**src/rtl/hdmi_tx_init_seq_if.sv**
```systemverilog
// Byte-write request channel between the HDMI init sequencer and the I2C master.
interface hdmi_tx_init_seq_if;
  logic       i2c_req;
  logic [7:0] i2c_addr;
  logic [7:0] i2c_wdata;
  logic       i2c_done;
  logic       i2c_nack;

  modport master (output i2c_req, i2c_addr, i2c_wdata, input i2c_done, i2c_nack);
  modport slave  (input i2c_req, i2c_addr, i2c_wdata, output i2c_done, i2c_nack);
endinterface

```
**src/rtl/hdmi_tx_init_seq.sv**
```systemverilog
// HDMI transmitter power-up/hot-plug sequencer: reset pulse, settle wait, then one
// I2C write per register-table entry with NACK retries; re-runs on hot-plug interrupt.
module hdmi_tx_init_seq #(
  parameter int RST_CYCLES  = 1000,
  parameter int WAIT_CYCLES = 10000,
  parameter int NUM_REGS    = 32,
  parameter int RETRY_MAX   = 3,
  localparam int IW = (NUM_REGS > 1) ? $clog2(NUM_REGS) : 1
) (
  input  logic                      clk_50m,
  input  logic                      reset,
  input  logic                      reinit_req,
  input  logic                      hdmi_int_n,
  output logic                      hdmi_tx_rst_n,
  output logic [IW-1:0]             tbl_idx,
  input  logic [15:0]               tbl_data,
  hdmi_tx_init_seq_if.master        i2c,
  output logic                      busy,
  output logic                      tx_ready,
  output logic                      cfg_err,
  output logic [IW-1:0]             err_idx,
  output logic [7:0]                nack_cnt
);

  localparam int CMAX = (RST_CYCLES > WAIT_CYCLES) ? RST_CYCLES : WAIT_CYCLES;
  localparam int CW   = $clog2(CMAX + 1);
  localparam int RTW  = $clog2(RETRY_MAX + 2);
  localparam logic [RTW-1:0] RMAX = RTW'(RETRY_MAX);

  typedef enum logic [3:0] {
    S_RST_ASSERT, S_RST_WAIT, S_FETCH, S_LOAD, S_WRITE, S_GAP, S_NEXT, S_DONE, S_ERROR
  } state_t;

  state_t          r_state, w_next;
  logic [CW-1:0]   r_cnt;
  logic [IW-1:0]   r_idx;
  logic [RTW-1:0]  r_retry;
  logic [7:0]      r_addr, r_wdata, r_nack;
  logic [IW-1:0]   r_err_idx;
  logic            r_int_pend;
  logic [2:0]      r_int_sync;
  logic            w_int_evt;

  // Two resync flops plus one history flop; event fires on the synchronised falling edge.
  always_ff @(posedge clk_50m) begin
    if (reset) r_int_sync <= '1;
    else       r_int_sync <= {r_int_sync[1:0], hdmi_int_n};
  end
  assign w_int_evt = r_int_sync[2] & ~r_int_sync[1];

  always_ff @(posedge clk_50m) begin
    if (reset) r_state <= S_RST_ASSERT;
    else       r_state <= w_next;
  end

  always_comb begin
    w_next = r_state;
    case (r_state)
      S_RST_ASSERT: if (r_cnt == CW'(RST_CYCLES - 1))  w_next = S_RST_WAIT;
      S_RST_WAIT:   if (r_cnt == CW'(WAIT_CYCLES - 1)) w_next = S_FETCH;
      S_FETCH:      w_next = S_LOAD;
      S_LOAD:       w_next = (tbl_data[15:8] == 8'hFF) ? S_DONE : S_WRITE;
      S_WRITE: begin
        if (i2c.i2c_done) begin
          if (!i2c.i2c_nack)     w_next = S_NEXT;
          else if (r_retry < RMAX) w_next = S_GAP;
          else                   w_next = S_ERROR;
        end
      end
      S_GAP:        w_next = S_WRITE;
      S_NEXT:       w_next = (r_idx == IW'(NUM_REGS - 1)) ? S_DONE : S_FETCH;
      S_DONE:       if (w_int_evt || r_int_pend) w_next = S_FETCH;
      S_ERROR:      w_next = S_ERROR;
      default:      w_next = S_RST_ASSERT;
    endcase
    if (reinit_req) w_next = S_RST_ASSERT;
  end

  always_ff @(posedge clk_50m) begin
    if (reset) begin
      r_cnt      <= '0;
      r_idx      <= '0;
      r_retry    <= '0;
      r_addr     <= '0;
      r_wdata    <= '0;
      r_nack     <= '0;
      r_err_idx  <= '0;
      r_int_pend <= 1'b0;
    end else begin
      // Counter restarts on every state change and on reinit, even when already in RST_ASSERT.
      if (reinit_req || w_next != r_state)
        r_cnt <= '0;
      else if (r_state == S_RST_ASSERT || r_state == S_RST_WAIT)
        r_cnt <= r_cnt + 1'b1;

      if (reinit_req)
        r_idx <= '0;
      else if (w_next == S_FETCH)
        r_idx <= (r_state == S_NEXT) ? r_idx + 1'b1 : '0;

      if (r_state == S_LOAD) begin
        r_retry <= '0;
        r_addr  <= tbl_data[15:8];
        r_wdata <= tbl_data[7:0];
      end else if (r_state == S_WRITE && w_next == S_GAP) begin
        r_retry <= r_retry + 1'b1;
      end

      if (r_state == S_WRITE && i2c.i2c_done && i2c.i2c_nack && r_nack != 8'hFF)
        r_nack <= r_nack + 1'b1;

      if (w_next == S_ERROR && r_state != S_ERROR)
        r_err_idx <= r_idx;

      // DONE consumes a pending request as it restarts the table.
      if (reinit_req || r_state == S_DONE)
        r_int_pend <= 1'b0;
      else if (w_int_evt && r_state != S_ERROR)
        r_int_pend <= 1'b1;
    end
  end

  always_comb begin
    hdmi_tx_rst_n = (r_state != S_RST_ASSERT);
    i2c.i2c_req   = (r_state == S_WRITE);
    busy          = (r_state != S_DONE) && (r_state != S_ERROR);
    tx_ready      = (r_state == S_DONE);
    cfg_err       = (r_state == S_ERROR);
  end

  assign i2c.i2c_addr  = r_addr;
  assign i2c.i2c_wdata = r_wdata;
  assign tbl_idx       = r_idx;
  assign err_idx       = r_err_idx;
  assign nack_cnt      = r_nack;

endmodule

```
**src/flat_wrapper.sv**
```systemverilog
// flat-port wrapper written by rule: the top's interface ports become plain ports
module hdmi_tx_init_seq_flat 
#(
  parameter int RST_CYCLES  = 1000,
  parameter int WAIT_CYCLES = 10000,
  parameter int NUM_REGS    = 32,
  parameter int RETRY_MAX   = 3,
  localparam int IW = (NUM_REGS > 1) ? $clog2(NUM_REGS) : 1
)
  (clk_50m, reset, reinit_req, hdmi_int_n, hdmi_tx_rst_n, tbl_idx, tbl_data, busy, tx_ready, cfg_err, err_idx, nack_cnt, i2c_i2c_req, i2c_i2c_addr, i2c_i2c_wdata, i2c_i2c_done, i2c_i2c_nack);
  hdmi_tx_init_seq_if i2c_i ();
  input  logic clk_50m;
  input  logic reset;
  input  logic reinit_req;
  input  logic hdmi_int_n;
  output logic hdmi_tx_rst_n;
  output logic [IW-1:0] tbl_idx;
  input  logic [15:0] tbl_data;
  output logic busy;
  output logic tx_ready;
  output logic cfg_err;
  output logic [IW-1:0] err_idx;
  output logic [7:0] nack_cnt;
  output wire logic [$bits(i2c_i.i2c_req)-1:0] i2c_i2c_req;
  output wire logic [$bits(i2c_i.i2c_addr)-1:0] i2c_i2c_addr;
  output wire logic [$bits(i2c_i.i2c_wdata)-1:0] i2c_i2c_wdata;
  input wire logic [$bits(i2c_i.i2c_done)-1:0] i2c_i2c_done;
  input wire logic [$bits(i2c_i.i2c_nack)-1:0] i2c_i2c_nack;
  assign i2c_i2c_req = i2c_i.i2c_req;
  assign i2c_i2c_addr = i2c_i.i2c_addr;
  assign i2c_i2c_wdata = i2c_i.i2c_wdata;
  assign i2c_i.i2c_done = i2c_i2c_done;
  assign i2c_i.i2c_nack = i2c_i2c_nack;
  hdmi_tx_init_seq #(.RST_CYCLES(RST_CYCLES), .WAIT_CYCLES(WAIT_CYCLES), .NUM_REGS(NUM_REGS), .RETRY_MAX(RETRY_MAX)) u_core (.clk_50m(clk_50m), .reset(reset), .reinit_req(reinit_req), .hdmi_int_n(hdmi_int_n), .hdmi_tx_rst_n(hdmi_tx_rst_n), .tbl_idx(tbl_idx), .tbl_data(tbl_data), .i2c(i2c_i), .busy(busy), .tx_ready(tx_ready), .cfg_err(cfg_err), .err_idx(err_idx), .nack_cnt(nack_cnt));
endmodule
```
**config.mk**
```make
export PLATFORM = sky130hd
export DESIGN_NAME = hdmi_tx_init_seq_flat
export DESIGN_NICKNAME = d
export VERILOG_FILES = /design/src/rtl/hdmi_tx_init_seq_if.sv /design/src/rtl/hdmi_tx_init_seq.sv /design/src/flat_wrapper.sv
export SDC_FILE = /design/constraint.sdc
export NUM_CORES = 1
export LEC_CHECK = 0
export CAP_MARGIN = 40
export CORE_MARGIN = 4
export CORE_UTILIZATION = 54
export DETAILED_ROUTE_END_ITERATION = 7
export PLACE_DENSITY = 0.81
export SLEW_MARGIN = 20
export SYNTH_ARGS = -nofsm -noshare
export SYNTH_HDL_FRONTEND = slang
export SYNTH_SLANG_ARGS = --single-unit
```
**constraint.sdc**
```tcl
create_clock -name clk_50m -period 4.7 [get_ports clk_50m]
set_input_delay 0.94 -clock clk_50m [delete_from_list [all_inputs] [get_ports clk_50m]]
set_output_delay 0.94 -clock clk_50m [all_outputs]
set_load 0.03 [all_outputs]
```
==> results of run 1 <==
sequential cells by signal, indices dropped and copies added (netlist names):
name / flops
u_core.err_idx: 5
u_core.i2c.i2c_addr: 8
u_core.i2c.i2c_wdata: 8
u_core.nack_cnt: 8
u_core.r_cnt: 14
u_core.r_int_pend: 1
u_core.r_int_sync: 3
u_core.r_retry: 3
u_core.r_state: 4
u_core.tbl_idx: 5
worst register-to-register path, delay by kind of cell, from the launching register on:
| family | cells | cell delay, ns |
|---|---|---|
| AO/OA/AOI/OAI | 3 | 1.08 |
| AND/OR/NAND/NOR | 4 | 0.92 |
| flip-flops | 1 | 0.43 |
| adder cells (fa/ha/maj) | 2 | 0.38 |
path summary, 6_finish.rpt:
path / depth (start not counted) / from / slack, ns / endpoint
setup / recovery: 3 / u_core.r_state[2] / 1.42 / i2c_i2c_req
hold / removal: 1 / u_core.r_int_sync[0] / 0.42 / u_core.r_int_sync[1]
setup reg to reg: 9 / u_core.tbl_idx[0] / 1.82 / u_core.r_cnt[12]
hold reg to reg: 1 / u_core.r_int_sync[0] / 0.42 / u_core.r_int_sync[1]
cells in the final DEF (no fill, tap or decap), types with 2 or more instances in the layout:
master           count
dfxtp_1             59
and3_1               5
nand4b_1             3
a2bb2oi_1            2
inv_1                3
bufinv_16            2
nor3b_1              3
nor3_2               3
nor4_1               3
nand2b_1             2
xor2_1              15
ha_1                 5
nor2_2               9
nand4_1             11
buf_4                3
and2_1               4
xnor2_1              4
clkinv_2             3
or4_1                3
or2_2                5
clkdlybuf4s50_1     60
o21ai_0              8
o2bb2ai_1            2
nand3_1             11
or3_1                3
clkbuf_8            11
a21oi_1             21
mux2i_1             10
nand2_1             51
nor4b_1              3
nand3b_1             2
nor2b_1              3
nor2_1              31
area by class of cell:
type	count	area, µm²
fill	400	1216
multi-input combinational	237	1459
tap	67	83.83
clock buffer	11	151.4
sequential	59	1181
timing repair buffer	64	635.6
clock inverter	5	75.07
inverter	4	15.01
cells in the mapped netlist, drive strengths merged:
library cell  instances
and4b                 1
nand2                51
nor3                  4
o311a                 1
clkbuf               10
nor2b                 3
or4                   3
nand4bb               1
or3                   3
o32ai                 1
a32o                  1
nand4b                4
o21ai                 8
and2                  4
xnor2                 4
a2bb2oi               2
buf                   5
nor2                 40
or4b                  1
a21oi                21
nor4                  3
nor4bb                1
nand3b                2
nand2b                2
dfxtp                59
and3                  5
xor2                 15
a2111o                1
o21a                  1
and4                  1
or2                   5
nand3                11
nor4b                 3
ha                    5
o2bb2ai               2
mux2i                10
nor3b                 3
nand4                11
o311ai                1
inv                   4
a2111oi               2
power by group:
part           switching (mW)  total, mW  internal, mW
sequential            0.00126      0.503         0.502
clock                   0.191      0.516         0.324
combinational          0.0167     0.0371        0.0205
cells by family (layout without fill, tap and decap cells):
group | after synthesis | in the layout | synth area share
compound gates | 41 | 41 | 0.1002
xor+xnor | 19 | 19 | 0.06115
fa+ha+maj | 5 | 5 | 0.02299
buf+inv | 19 | 84 | 0.03172
flops | 59 | 59 | 0.4340
mux | 10 | 10 | 0.03678
simple gates | 162 | 162 | 0.3131
routing by layer:
| layer | vias up | part of all wire |
|---|---|---|
| met5 | - | 0 |
| met4 | 0 | 0.017 |
| met3 | 13 | 0.056 |
| met2 | 82 | 0.48 |
| met1 | 1139 | 0.45 |
| li1 | 1222 | - |
through the flow:
stage            util  setup WS [ns]  cells  power (mW)  hold WS, ns
5_1_grt        0.7475          1.315    447       1.095       0.4230
3_3_place_gp   0.6979          1.393    430      0.5511       0.4001
4_1_cts        0.7449          1.411    446       1.069       0.4175
2_1_floorplan       -          1.949    315      0.5302       0.3895
3_5_place_dp   0.6979          1.337    430      0.5514       0.4014
6_report       0.7475          1.423    447       1.056       0.4178
==> reports/results.ini, run 1 <==
[outcome]
status = complete, no violations

[clocking]
cts_tree = yes
clockBufferDepth = 2
h-tree-depth = 3
cts_setup_buffers = 0
cts_resized = 0
clock_latency_ns = 0.33
cts_made_buffers = 9
root_buffer = clkbuf_8
path_clk_slew_ns = 0.07
holdBufCountCts = 0
clock_sinks = 59

[setup_path]
arrival_ns = 2.34
cp_slowest_cell = clkdlybuf4s50_1
critPathTopFamily = buffers and inverters
crit_chain = or4b_1 > inv_1 > clkdlybuf4s50_1
crit_buf_inv = 2
end_kind = output port
crit_fanout = 15
required_ns = 3.76
criticalPathCategory = reg -> out
max_stage_delay_ns = 0.68
worstSetupStartpointType = flip-flop

[global_route]
grt_max_degree = 37
grt_overflow_total = 0
grt_usage = 0.2177
antenna_found_initial = 0
use_met1 = 0.2771
met3_usage = 0.03968
gr-max-usage-layer = met2
grt_pass1_vias = 2318
grt_pass1_wl_um = 10720
grtUsageMet2 = 0.3527

[power]
p_per_area_nw_per_um2 = 293.3
power_leakage_nw = 1.261
vdd_drop_max_v = 0.0001897

[sta]
fin_crit_sh = 0.6973
worstMarginPinSlew_ns = 0.5867
final_max_slew_viol_count = 0
relSlewSlack = 0.6074
fmax_mhz = 305.1
fin_skew_ns = 0.005177
setup_viol = 0
min_period_ns = 3.277
rsz0062_at_grt = no
tns_ns = 0
hold_viol_final = 0

[die]
pin_count = 61
die_w_um = 78.99
die_h_um = 78.99
fp-row-count = 25
core-area_um2 = 4817
start_util = 0.5649
die-area_um2 = 6239

[finish]
area_delta_synth_final_pct = 32.32
final_nets = 402
n_antenna_cell = 0
drive_gt1_frac = 0.1026
final_area_um2 = 3601

[detailed_routing]
route.antenna.remaining_nets = 0
drc_errors = 0
dr.first_iter.drc_count = 132
post_drt_via_cell_ratio = 5.494
first_pass_iters = 5
vias = 2456
wl_per_cell_um = 14.12
wl_um = 6312

[synth]
ys_ff_latch = 59
synthDistinctLibCells = 48
synth_area_leaders = dfxtp_1 (43%), nand2_1 (7.0%), xor2_1 (4.8%)
synthCells = 315
synth_top_cell_area_share = 0.4340
yosys.area.top_type = dfxtp_1
avgSynthCellArea_um2 = 8.639
seq_area_frac_synth = 0.4340
yosysWarnings = 0
synth_fp_nets = 342
mappedNetlistArea_um2 = 2721

[run]
cap_violations = 0

[place]
dpl_cell_area_um2 = 3362
numPortBuffers = 60
finalWeightedCongestion = 0.8230
hpwl_um = 4501

[hold_path]
hp-class = reg -> reg

No activity file was read; power rests on OpenSTA's default activity.
==> inputs of run 2 (changes only) <==
--- a/config.mk
+++ b/config.mk
@@ -7,9 +7,9 @@
 export LEC_CHECK = 0
 export CAP_MARGIN = 40
 export CORE_MARGIN = 4
-export CORE_UTILIZATION = 54
+export CORE_UTILIZATION = 45
 export DETAILED_ROUTE_END_ITERATION = 7
-export PLACE_DENSITY = 0.81
+export PLACE_DENSITY = 0.71
 export SLEW_MARGIN = 20
 export SYNTH_ARGS = -nofsm -noshare
 export SYNTH_HDL_FRONTEND = slang
==> constraint.sdc (replaced) <==
create_clock -name clk_50m -period 2.9 [get_ports clk_50m]
set_input_delay 0.58 -clock clk_50m [delete_from_list [all_inputs] [get_ports clk_50m]]
set_output_delay 0.58 -clock clk_50m [all_outputs]
set_load 0.03 [all_outputs]
==> run 2 against run 1 <==
Compared with the run above:
- utilization down 13 points
- final cell count up 3.6%
- sequential cell count unchanged
- count of clock-buffer cells in the layout up 1
- first-iteration DRC count down 54%
- sequential share of layout area down 0.55 points
- hold slack better by 0.0070 ns
- routed wire length unchanged
- worst setup slack worse by 1.3 ns
- clock skew up 0.00076 ns
- power up 57%
==> reports/results.ini, run 2 (same netlist as run 1, synthesis figures left out) <==
[sta]
setup_viol = 0  ; unchanged
tns_ns = 0  ; unchanged
rsz0062_at_grt = no  ; unchanged
fin_ws_ns = 0.1421  ; was 1.423 ns
final_max_slew_viol_count = 0  ; unchanged
relSlewSlack = 0.4978  ; was 0.6074
fmax_mhz = 362.6
hold_viol_final = 0  ; unchanged
min_period_ns = 2.758
fin_crit_sh = 0.9510
worstMarginPinSlew_ns = 0.7492  ; was 0.5867 ns
fin_skew_ns = 0.005940  ; was 0.005177 ns

[power]
p_int_mw = 1.312  ; was 0.8469 mW
vdd_drop_max_v = 0.0002938  ; was 0.0001897 V
combPwrFrac = 0.038  ; was 0.035
switchingPower_mw = 0.3445  ; was 0.2092 mW
p_per_area_nw_per_um2 = 452.4  ; was 293.3 nW/µm²
p_seq_frac = 0.492  ; was 0.477
p_sw_frac = 0.2079  ; was 0.1981
power_leakage_nw = 1.290  ; was 1.261 nW
p_clk_frac = 0.470  ; was 0.488

[die]
die-area_um2 = 7356  ; was 6239 µm²
die_w_um = 85.77  ; was 78.99 µm
pin_count = 61  ; unchanged
fp-row-count = 28  ; was 25
die_h_um = 85.77  ; was 78.99 µm
start_util = 0.4624  ; was 0.5649
core-area_um2 = 5886  ; was 4817 µm²

[place]
hpwl_um = 4522  ; was 4501 µm
dpl_cell_area_um2 = 3432  ; was 3362 µm²
finalWeightedCongestion = 0.8967  ; was 0.8230
pre_cts_ws_ns = -0.03760  ; was 1.337 ns
numPortBuffers = 60  ; unchanged

[clocking]
clockBufferDepth = 2  ; unchanged
clock_sinks = 59  ; unchanged
root_buffer = clkbuf_8  ; unchanged
clock_latency_ns = 0.34  ; was 0.33 ns
h-tree-depth = 3  ; unchanged
path_clk_slew_ns = 0.06  ; was 0.07 ns
cts_setup_buffers = 0  ; unchanged
cts_tree = yes  ; unchanged
cts_made_buffers = 9  ; unchanged

[global_route]
use_met1 = 0.2569  ; was 0.2771
met3_usage = 0.04419  ; was 0.03968
grt_pass1_wl_um = 10830  ; was 10,720 µm
gr-max-usage-layer = met2  ; unchanged
grt_usage = 0.1822  ; was 0.2177
grt_pass1_vias = 2263  ; was 2,318
antenna_found_initial = 0  ; unchanged
grt_max_degree = 37  ; unchanged
grt_overflow_total = 0  ; unchanged
grtUsageMet2 = 0.2655  ; was 0.3527

[finish]
largest_register_ffs = 14  ; unchanged
fillerInstances = 523  ; was 400
final_area_um2 = 3662  ; was 3601 µm²
drive_gt1_frac = 0.1237  ; was 0.1026
layout_commonest_cell = clkdlybuf4s50_1  ; unchanged
n_antenna_cell = 0  ; unchanged
final_nets = 410  ; was 402
regMostFlops = u_core.r_cnt  ; unchanged
area_delta_synth_final_pct = 34.57  ; was 32.32%
layout_common_cells = clkdlybuf4s50_1 (60), dfxtp_1 (59), nand2_1 (51), nor2_1 (31), a21oi_1 (21)  ; unchanged

[setup_path]
cp_slowest_cell = clkdlybuf4s50_1  ; unchanged
end_kind = output port  ; unchanged
max_stage_delay_ns = 0.68  ; about the same
arrival_ns = 2.18  ; was 2.34 ns
criticalPathCategory = reg -> out  ; unchanged
worstSetupStartpointType = flip-flop  ; unchanged
crit_chain = or4b_1 > inv_1 > clkdlybuf4s50_1  ; unchanged
rrSetupSlack_ns = 0.29  ; was 1.82 ns
required_ns = 2.32  ; was 3.76 ns
crit_fanout = 12  ; was 15

[outcome]
status = complete, no violations  ; unchanged

[detailed_routing]
post_drt_via_cell_ratio = 5.302  ; was 5.494
vias = 2455  ; was 2,456
route.antenna.remaining_nets = 0  ; unchanged
first_pass_iters = 4  ; was 5
drc_errors = 0  ; unchanged
wl_per_cell_um = 13.63  ; was 14.12 µm
wl_um = 6312  ; unchanged
dr.first_iter.drc_count = 61  ; was 132

[hold_path]
hp-class = reg -> reg  ; unchanged

[run]
cap_violations = 0  ; unchanged

==> run 2: cell types whose count changed in the layout (fill, tap and decap cells not counted), sizes merged <==
cell,previous run,this run
clkbuf,11,12
bufinv,2,1
clkinvlp,0,1
clkinv,3,2
buf,3,11
==> run 2: routing by layer <==
| layer | vias to the layer above | wire length, µm |
|---|---|---|
| met5 | - | 0 |
| met4 | 0 | 146 |
| met3 | 17 | 391 |
| met2 | 85 | 2674 |
| met1 | 1114 | 3100 |
| li1 | 1239 | - |
==> run 2: final cells by class <==
cell class              count  area [µm²]  area share
clock buffers              12       165.2     0.04510
clock inverters             4       47.55     0.01298
inverters                   4       15.01    0.004100
multi-input cells         237        1464      0.3997
flip-flops and latches     59        1181      0.3225
well taps                  75       93.84     0.02562
repair buffers             72       695.7      0.1900
==> run 2: stage by stage <==
| step | hold slack (ns) | util | instances | total power, mW |
|---|---|---|---|---|
| global placement | 0.4076 | 0.5831 | 446 | 0.8957 |
| global route | 0.4425 | 0.6222 | 463 | 1.729 |
| floorplan | 0.3895 | - | 315 | 0.8593 |
| detailed placement | 0.4061 | 0.5831 | 446 | 0.8964 |
| finish | 0.4248 | 0.6222 | 463 | 1.657 |
| CTS | 0.4248 | 0.6193 | 462 | 1.685 |
==> run 2: worst paths after layout <==
kind,depth (start not counted),startpoint,endpoint
max,3,u_core.r_state[0],i2c_i2c_req
min,1,u_core.r_int_sync[0],u_core.r_int_sync[1]
max reg2reg,10,u_core.tbl_idx[1],u_core.r_cnt[1]
min reg2reg,1,u_core.r_int_sync[0],u_core.r_int_sync[1]
==> run 2: worst max-delay path, delay by kind of cell (launching register included) <==
family	cells	cell delay, ns
buffers and inverters	2	0.80
and+or+nand+nor	1	0.63
DFF	1	0.42
==> run 2: power groups by stage <==
| stage | clock network [mW] | logic (mW) | registers, mW |
|---|---|---|---|
| 5_1_grt | 0.845 | 0.0687 | 0.815 |
| 2_1_floorplan | 0 | 0.0260 | 0.833 |
| 6_report | 0.778 | 0.0629 | 0.816 |
| 4_1_cts | 0.806 | 0.0633 | 0.815 |
| 3_5_place_dp | 0 | 0.0626 | 0.834 |
| 3_3_place_gp | 0 | 0.0620 | 0.834 |
==> run 2: repair_timing <==
action                     in CTS  in global routing
setup endpoints to repair       0                  1
resized for setup               0                  1
hold buffers                    0                  0
